## config.mk

```make
export PLATFORM = sky130hd
export DESIGN_NAME = branch_predict_ctrl
export DESIGN_NICKNAME = d
export VERILOG_FILES = /design/src/rtl/branch_predict_ctrl.sv
export SDC_FILE = /design/constraint.sdc
export NUM_CORES = 1
export LEC_CHECK = 0
export ABC_AREA = 1
export CAP_MARGIN = 5
export CORE_MARGIN = 10
export CORE_UTILIZATION = 40
export CTS_BUF_LIST = sky130_fd_sc_hd__clkbuf_8
export DETAILED_ROUTE_END_ITERATION = 7
export PLACE_DENSITY = 0.81
export SYNTH_ARGS = -nofsm -noshare
export SYNTH_HDL_FRONTEND = slang
export SYNTH_SLANG_ARGS = --single-unit
```

## constraint.sdc

```tcl
create_clock -name clk -period 3.05 [get_ports clk]
set_clock_uncertainty 0.2 [all_clocks]
set_input_delay 0.61 -clock clk [delete_from_list [all_inputs] [get_ports clk]]
set_output_delay 0.61 -clock clk [all_outputs]
set_load 0.02 [all_outputs]
```

## src/rtl/branch_predict_ctrl.sv

```systemverilog
`default_nettype none
// ============================================================================
// Module   : branch_predict_ctrl
// Brief    : Bimodal 2-bit branch predictor plus EX-stage next-PC/flush control.
//            A one-cycle RECOVER state squashes the wrong-path instruction.
//            Optional macro BPRED_STATS_EN enables the saturating
//            branch/mispredict counters. Without it, both ports are tied to 0.
// Revision : 1.0 - initial release
// ============================================================================
module branch_predict_ctrl #(
    parameter int         XLEN        = 32,
    parameter int         BHT_ENTRIES = 16,
    parameter logic [1:0] CTR_INIT    = 2'b01
) (
    input  logic            clk,
    input  logic            rst,
    input  logic [XLEN-1:0] if_pc,
    output logic            pred_taken,
    input  logic            stall,
    input  logic            ex_valid,
    input  logic [6:0]      ex_opcode,
    input  logic [XLEN-1:0] ex_pc,
    input  logic            ex_branch_flag,
    input  logic            ex_pred_taken,
    output logic [1:0]      branch_ctrl,
    output logic            flush,
    output logic [31:0]     stat_branches,
    output logic [31:0]     stat_mispredicts
);

    localparam int         IDX_W       = $clog2(BHT_ENTRIES);
    localparam logic [6:0] c_OP_JAL    = 7'b1101111;
    localparam logic [6:0] c_OP_JALR   = 7'b1100111;
    localparam logic [6:0] c_OP_BR     = 7'b1100011;
    localparam logic [1:0] c_SEL_PC4   = 2'b00;
    localparam logic [1:0] c_SEL_JALR  = 2'b01;
    localparam logic [1:0] c_SEL_IMM   = 2'b10;
    localparam logic [1:0] c_SEL_RECOV = 2'b11;

    typedef enum logic [0:0] {
        S_NORMAL  = 1'b0,
        S_RECOVER = 1'b1
    } state_t;

    state_t           r_state_q;
    state_t           w_state_d;
    logic [1:0]       r_bht_q [BHT_ENTRIES];
    logic [1:0]       w_bht_d [BHT_ENTRIES];
    logic [IDX_W-1:0] w_if_idx;
    logic [IDX_W-1:0] w_ex_idx;
    logic             w_active;
    logic             w_is_br;
    logic             w_mispred;
    logic             w_upd;
    logic             w_unused;

    // Word-aligned PCs: the two LSBs never select an entry.
    assign w_if_idx = if_pc[IDX_W+1:2];
    assign w_ex_idx = ex_pc[IDX_W+1:2];
    assign w_unused = ^{if_pc[XLEN-1:IDX_W+2], if_pc[1:0], ex_pc[XLEN-1:IDX_W+2], ex_pc[1:0]};

    // Prediction reads the current table, so a same-cycle update is not visible yet.
    assign pred_taken = r_bht_q[w_if_idx][1];

    assign w_active  = (r_state_q == S_NORMAL) && ex_valid;
    assign w_is_br   = w_active && (ex_opcode == c_OP_BR);
    assign w_mispred = w_is_br && (ex_branch_flag != ex_pred_taken);
    assign w_upd     = w_is_br && !stall;

    // Decode the EX instruction into next-PC select and squash request.
    always_comb begin
        branch_ctrl = c_SEL_PC4;
        flush       = (r_state_q == S_RECOVER);
        if (w_active) begin
            if (ex_opcode == c_OP_JAL) begin
                branch_ctrl = c_SEL_IMM;
                flush       = 1'b1;
            end else if (ex_opcode == c_OP_JALR) begin
                branch_ctrl = c_SEL_JALR;
                flush       = 1'b1;
            end else if (w_mispred) begin
                branch_ctrl = ex_branch_flag ? c_SEL_IMM : c_SEL_RECOV;
                flush       = 1'b1;
            end
        end
    end

    // Next FSM state: one unstalled RECOVER cycle follows every unstalled flush.
    always_comb begin
        w_state_d = r_state_q;
        if (!stall) begin
            if (r_state_q == S_RECOVER) begin
                w_state_d = S_NORMAL;
            end else if (flush) begin
                w_state_d = S_RECOVER;
            end
        end
    end

    // Next BHT contents: saturating train of the resolved branch's counter.
    always_comb begin
        for (int i = 0; i < BHT_ENTRIES; i++) begin
            w_bht_d[i] = r_bht_q[i];
        end
        if (w_upd) begin
            if (ex_branch_flag) begin
                if (r_bht_q[w_ex_idx] != 2'b11) begin
                    w_bht_d[w_ex_idx] = r_bht_q[w_ex_idx] + 2'd1;
                end
            end else begin
                if (r_bht_q[w_ex_idx] != 2'b00) begin
                    w_bht_d[w_ex_idx] = r_bht_q[w_ex_idx] - 2'd1;
                end
            end
        end
    end

    // State and table registers; reset wins over stall.
    always_ff @(posedge clk) begin
        if (rst) begin
            r_state_q <= S_NORMAL;
            for (int i = 0; i < BHT_ENTRIES; i++) begin
                r_bht_q[i] <= CTR_INIT;
            end
        end else begin
            r_state_q <= w_state_d;
            for (int i = 0; i < BHT_ENTRIES; i++) begin
                r_bht_q[i] <= w_bht_d[i];
            end
        end
    end

`ifdef BPRED_STATS_EN
    logic [31:0] r_stat_br_q;
    logic [31:0] w_stat_br_d;
    logic [31:0] r_stat_mp_q;
    logic [31:0] w_stat_mp_d;

    // Saturating event counters for resolved and mispredicted branches.
    always_comb begin
        w_stat_br_d = r_stat_br_q;
        w_stat_mp_d = r_stat_mp_q;
        if (w_upd && (r_stat_br_q != 32'hFFFF_FFFF)) begin
            w_stat_br_d = r_stat_br_q + 32'd1;
        end
        if (w_upd && w_mispred && (r_stat_mp_q != 32'hFFFF_FFFF)) begin
            w_stat_mp_d = r_stat_mp_q + 32'd1;
        end
    end

    // Statistics registers.
    always_ff @(posedge clk) begin
        if (rst) begin
            r_stat_br_q <= 32'd0;
            r_stat_mp_q <= 32'd0;
        end else begin
            r_stat_br_q <= w_stat_br_d;
            r_stat_mp_q <= w_stat_mp_d;
        end
    end

    assign stat_branches    = r_stat_br_q;
    assign stat_mispredicts = r_stat_mp_q;
`else
    assign stat_branches    = 32'd0;
    assign stat_mispredicts = 32'd0;
`endif

endmodule
`default_nettype wire

```

# Word-level counts from Yosys, hierarchy flattened
# Memory sizes are Yosys's and may differ from the RTL's.
# Index checks and enable logic that the tools add are counted.
[word_totals]
reg_bits = 1
latchBits = 0
ram_bits = 32
rom_bits = 0
input_bits = 77
output_inout_bits = 68
elab_cells = 74
mem_count = 1
[op_classes]
n_addsub = 2
n_mul = 0
div = 0
order_cmp = 2
eq_ne = 5
n_shift = 0
mux = 38
bitwise = 18
reduce_logical = 7
[mem_list]
columns = ["name", "words", "width", "rd", "rd_ports_with_merged_regs", "write_ports", "line", "rtl"]
rows = [
  ["r_bht_q", 16, 2, 18, 0, 16, "47", "logic [1:0] r_bht_q [BHT_ENTRIES];"],
]
[ops]
columns = ["operator", "n"]
rows = [
  ["$mux W32", 4],
  ["$bwmux W32", 2],
  ["$mux W2", 21],
  ["$eq A7 B7 Y1 const B", 3],
  ["$or A1 B1 Y1", 16],
  ["$mux W1", 10],
  ["$demux W2 S4", 1],
  ["$ge A5 B5 Y1 const B", 1],
  ["$logic_and A1 B1 Y1", 5],
  ["$lt A5 B1 Y1 const B", 1],
  ["$not A4 Y5", 1],
  ["$add A2 B1 Y2 const B", 1],
  ["$ne A2 B2 Y1 const B", 1],
  ["$reduce_bool A2 Y1", 1],
  ["$sub A2 B1 Y2 const B", 1],
  ["$logic_not A1 Y1", 1],
  ["$ne A1 B1 Y1", 1],
  ["$not A1 Y1", 1],
]

# Depth between registers and ports, before layout
[depth]
depth_word = 10
ltp_mapped = 18
depth_no_buf = 16

# Worst setup path after synthesis
# Ideal clock, no wire load.
[synth_timing]
path_type = "in2reg"
from = "input ex_pc[3]"
to = "memory r_bht_q[10][1]"
setup_time_ns = 0.064
arrival_ns = 2.511
required_time_ns = 2.786
path_slack_ns = 0.275
path_stages = 14
path_buffers = 3
path_cell_list = "buf_2 > inv_1 > nand2_1 > nand2_1 > nand2_1 > nand2_2 > buf_4 > nor2_2 > inv_2 > ha_1 > xnor2_1 > buf_2 > nor2_1 > nor2_1"
[synth_lines]
columns = ["item", "line", "rtl"]
rows = [
  ["from (decl)", "22", "input logic [XLEN-1:0] ex_pc,"],
  ["to (decl)", "47", ""],
]

# Worst setup path in the final report
[layout_timing]
from = "input ex_valid"
to = "output branch_ctrl[0]"
[layout_between]
elab_chain_cells = 7
[layout_lines]
columns = ["item", "line", "rtl"]
rows = [
  ["from (decl)", "20", "input logic ex_valid,"],
  ["$logic_and A1 B1 Y1 *", "65", "assign w_active = (r_state_q == S_NORMAL) && ex_valid;"],
  ["$logic_and A1 B1 Y1", "66", "assign w_is_br = w_active && (ex_opcode == c_OP_BR);"],
  ["$logic_and A1 B1 Y1", "67", "assign w_mispred = w_is_br && (ex_branch_flag != ex_pred_taken);"],
  ["$mux W2", "81", "end else if (w_mispred) begin"],
  ["$mux W2", "78", "end else if (ex_opcode == c_OP_JALR) begin"],
  ["$mux W2", "75", "if (ex_opcode == c_OP_JAL) begin"],
  ["$mux W2 *", "74", "if (w_active) begin"],
  ["to (decl)", "25", "output logic [1:0] branch_ctrl,"],
]
# Mark *: on every way between the ends. The rest lies on a longest branch, timed or not.

==> results by group <==
Critical path
  – Critical Path Max Stage Delay: 0.47 ns
  – WP buf/inv: 3
  – Worst EP arrival: 2.09 ns
  – Worst Setup End Kind: primary output
  – Worst-path maximum fanout: 3
  – Critical-path cell list: clkdlybuf4s50_1 > inv_1 > nor2_2 > nand3_2 > nor2_8 > nand3_1 > a21oi_1 > dlygate4sd2_1
  – Delay-heaviest family, CP: buffers and inverters
  – Critical path data required time: ~2.2 ns
  – Worst setup SP type: primary input
  – Slowest stage cell on the critical path: clkdlybuf4s50_1
  – Crit path kind: in -> out

Layout
  – Fin area: 0.00320 mm²
  – Ant. Diodes: 0
  – Layout cells sized above 1: 18.1%
  – Final std cells w/o fill: 553
  – Nets: 554
  – Area growth, synth to finish: 17.8%

GRT
  – First-pass GRT wire length: 10.7 mm
  – Total congestion overflow: 0
  – GRT Util Overall: about an eighth
  – Initial antenna violation count: 0
  – Number of global-route vias before repair: 2364
  – Pin count of the biggest net entering global routing: 18

Logic synthesis
  – Most instantiated library cell after synthesis: nand2_1
  – Cell taking the most area after synthesis: dfxtp_1
  – Mapped Area: 0.00272 mm²
  – Post-synthesis register bit count: 33
  – Synth top area cells: dfxtp_1, buf_4, nand2_1
  – Seq/Total Area, Yosys: 24.3%
  – EDFF count, synth: 0
  – Yosys warns: 0
  – Commonest cells post-synth: nand2_1, buf_4, inv_1, nor2_1, dfxtp_1
  – Netlist cell types: 29
  – Top-area cell type share of the netlist area: 24.3%
  – Top FF cell, synth: dfxtp_1
  – Async S/R FF share, synth: 0%
  – Syn_area_per_cell: 6.43 µm²
  – Syn Inst Count: 423

Placement
  – Post-DP HPWL: 5.22 mm
  – Final RePlAce weighted congestion: 0.859
  – Inst Count DP: 537
  – Buffers on Ports: 24
  – Setup WS pre-CTS: -0.392 ns
  – Post-DP Area: 0.00294 mm²

Run
  – Max Cap Violations: 0

STA
  – Final setup violating endpoints: 0
  – Peak Freq: 344 MHz
  – Final WS setup: 0.146 ns
  – Period minus WS final: slightly below 3 ns
  – Final number of max-transition violations: 0
  – RSZ-0062 raised after global routing: false
  – Fin crit share: 95.2%
  – Final Hold Vio Count: 0

Route
  – Via/cell ratio: between 4 and 5
  – Initial drt markers: 264
  – Final wirelength: a little over 7 mm
  – DRC violations left: 0
  – Pre-antenna DRT Iters: 4
  – Detailed-route via count: between 2000 and 3000
  – Drt wl/cell: 12.9 µm
  – ANT nets after route: 0

Die
  – Boundary pin count: between 100 and 150
  – Site Rows: 29
  – Initial Util: between 40% and 50%
  – Die Ht: 102 µm
  – Die Area: 0.0105 mm²
  – Core Area: 0.00646 mm²
  – Die Wd: 102 µm

Outcome
  – Status: finished clean

CTS
  – CTS sink count: 33
  – Hold-fix buffers at CTS: 0
  – Root Driver: clkbuf_8
  – Clock tree buffer depth: 2
  – H-tree depth: 2
  – CTS tree: yes
  – Clock transition at path regs: 0.07 ns
  – Num CTS Buffers: 5
  – Clock latency on the worst-skew pair: 0.30 ns

Power
  – Total chip power: 1.09 mW
  – Max VDD drop: 0.218 mV
  – Power density over the cells: 340 mW/mm²
  – Static Leak: 1.88 nW

Hold path
  – Worst hold path class: reg -> reg
[tightest hold or removal path: cells and delay by family (launching register included)]
kind               cells  cell delay (ns)
and+or+nand+nor        1             0.05
AOI/OAI and AO/OA      1             0.06
DFF                    1             0.33
[final cells by class]
class                      count  area (µm²)
fill                         623        3260
multi-input combinational    314        1570
sequential                    33         661
timing repair buffer          59         522
inverter                      62         235
tap                           77        96.3
clock buffer                   6        82.6
clock inverter                 2        33.8
[metrics by stage]
step                hold WS [ns]  setup TNS [ns]  util [%]
detailed placement         0.248           -9.60      45.4
global route               0.284               0      49.6
finish                     0.263               0      49.6
global placement           0.243           -7.86      45.4
CTS                        0.264               0      47.7
floorplan                  0.233               0         -
[power breakdown]
group / total, mW / internal, mW / switching [mW]
registers: 0.432 / 0.431 / 0.000590
logic: 0.221 / 0.0667 / 0.154
clock network: 0.436 / 0.263 / 0.173
total: 1.09 / 0.761 / 0.328
[metal layers]
layer  wire (µm)  share of wire (%)  track usage (%)
met1        2960                 41             14.0
met3         648                9.1             3.24
met4         112                1.6             4.23
met2        3430                 48             22.1
met5           0                  0                0
[cell families (layout without fill, tap and decap cells)]
family,Yosys count,count (layout),synth area share [%]
buffers and inverters,139,129,29.6
other,1,64,0.138
AO/OA/AOI/OAI,60,60,12.7
adder cells (fa/ha/maj),2,2,0.920
flip-flops,33,33,24.3
XOR/XNOR,1,1,0.322
AND/OR/NAND/NOR,187,187,32.0
[cells in the final DEF (no fill, tap or decap), types with 5 or more instances in the layout]
| cell | count |
|---|---|
| a21oi_1 | 20 |
| a22oi_1 | 6 |
| buf_4 | 31 |
| clkbuf_8 | 6 |
| clkdlybuf4s50_1 | 17 |
| conb_1 | 64 |
| dfxtp_1 | 33 |
| dlygate4sd2_1 | 5 |
| inv_1 | 53 |
| inv_2 | 8 |
| nand2_1 | 108 |
| nand2_2 | 5 |
| nand4_1 | 9 |
| nand4_2 | 7 |
| nor2_1 | 40 |
| o211ai_1 | 6 |
| o21ai_0 | 5 |
| o21ai_1 | 17 |
[worst paths after layout]
path	start	endpoint	slack [ns]	cells past startpoint
worst max-delay path	ex_valid	branch_ctrl[0]	0.15	8
worst min-delay path	register	register	0.26	2
worst max register to register	r_bht_q[8][1]	register	0.65	15
worst min register to register	register	register	0.26	2
[timing repair]
action                     4_1_cts  5_1_grt
setup endpoints to repair       18       32
setup buffers                    3        5
gates cloned                     0        0
resized for setup               10       26
pin swaps                        2       18
Note: power is estimated with default switching activity, not from simulation.
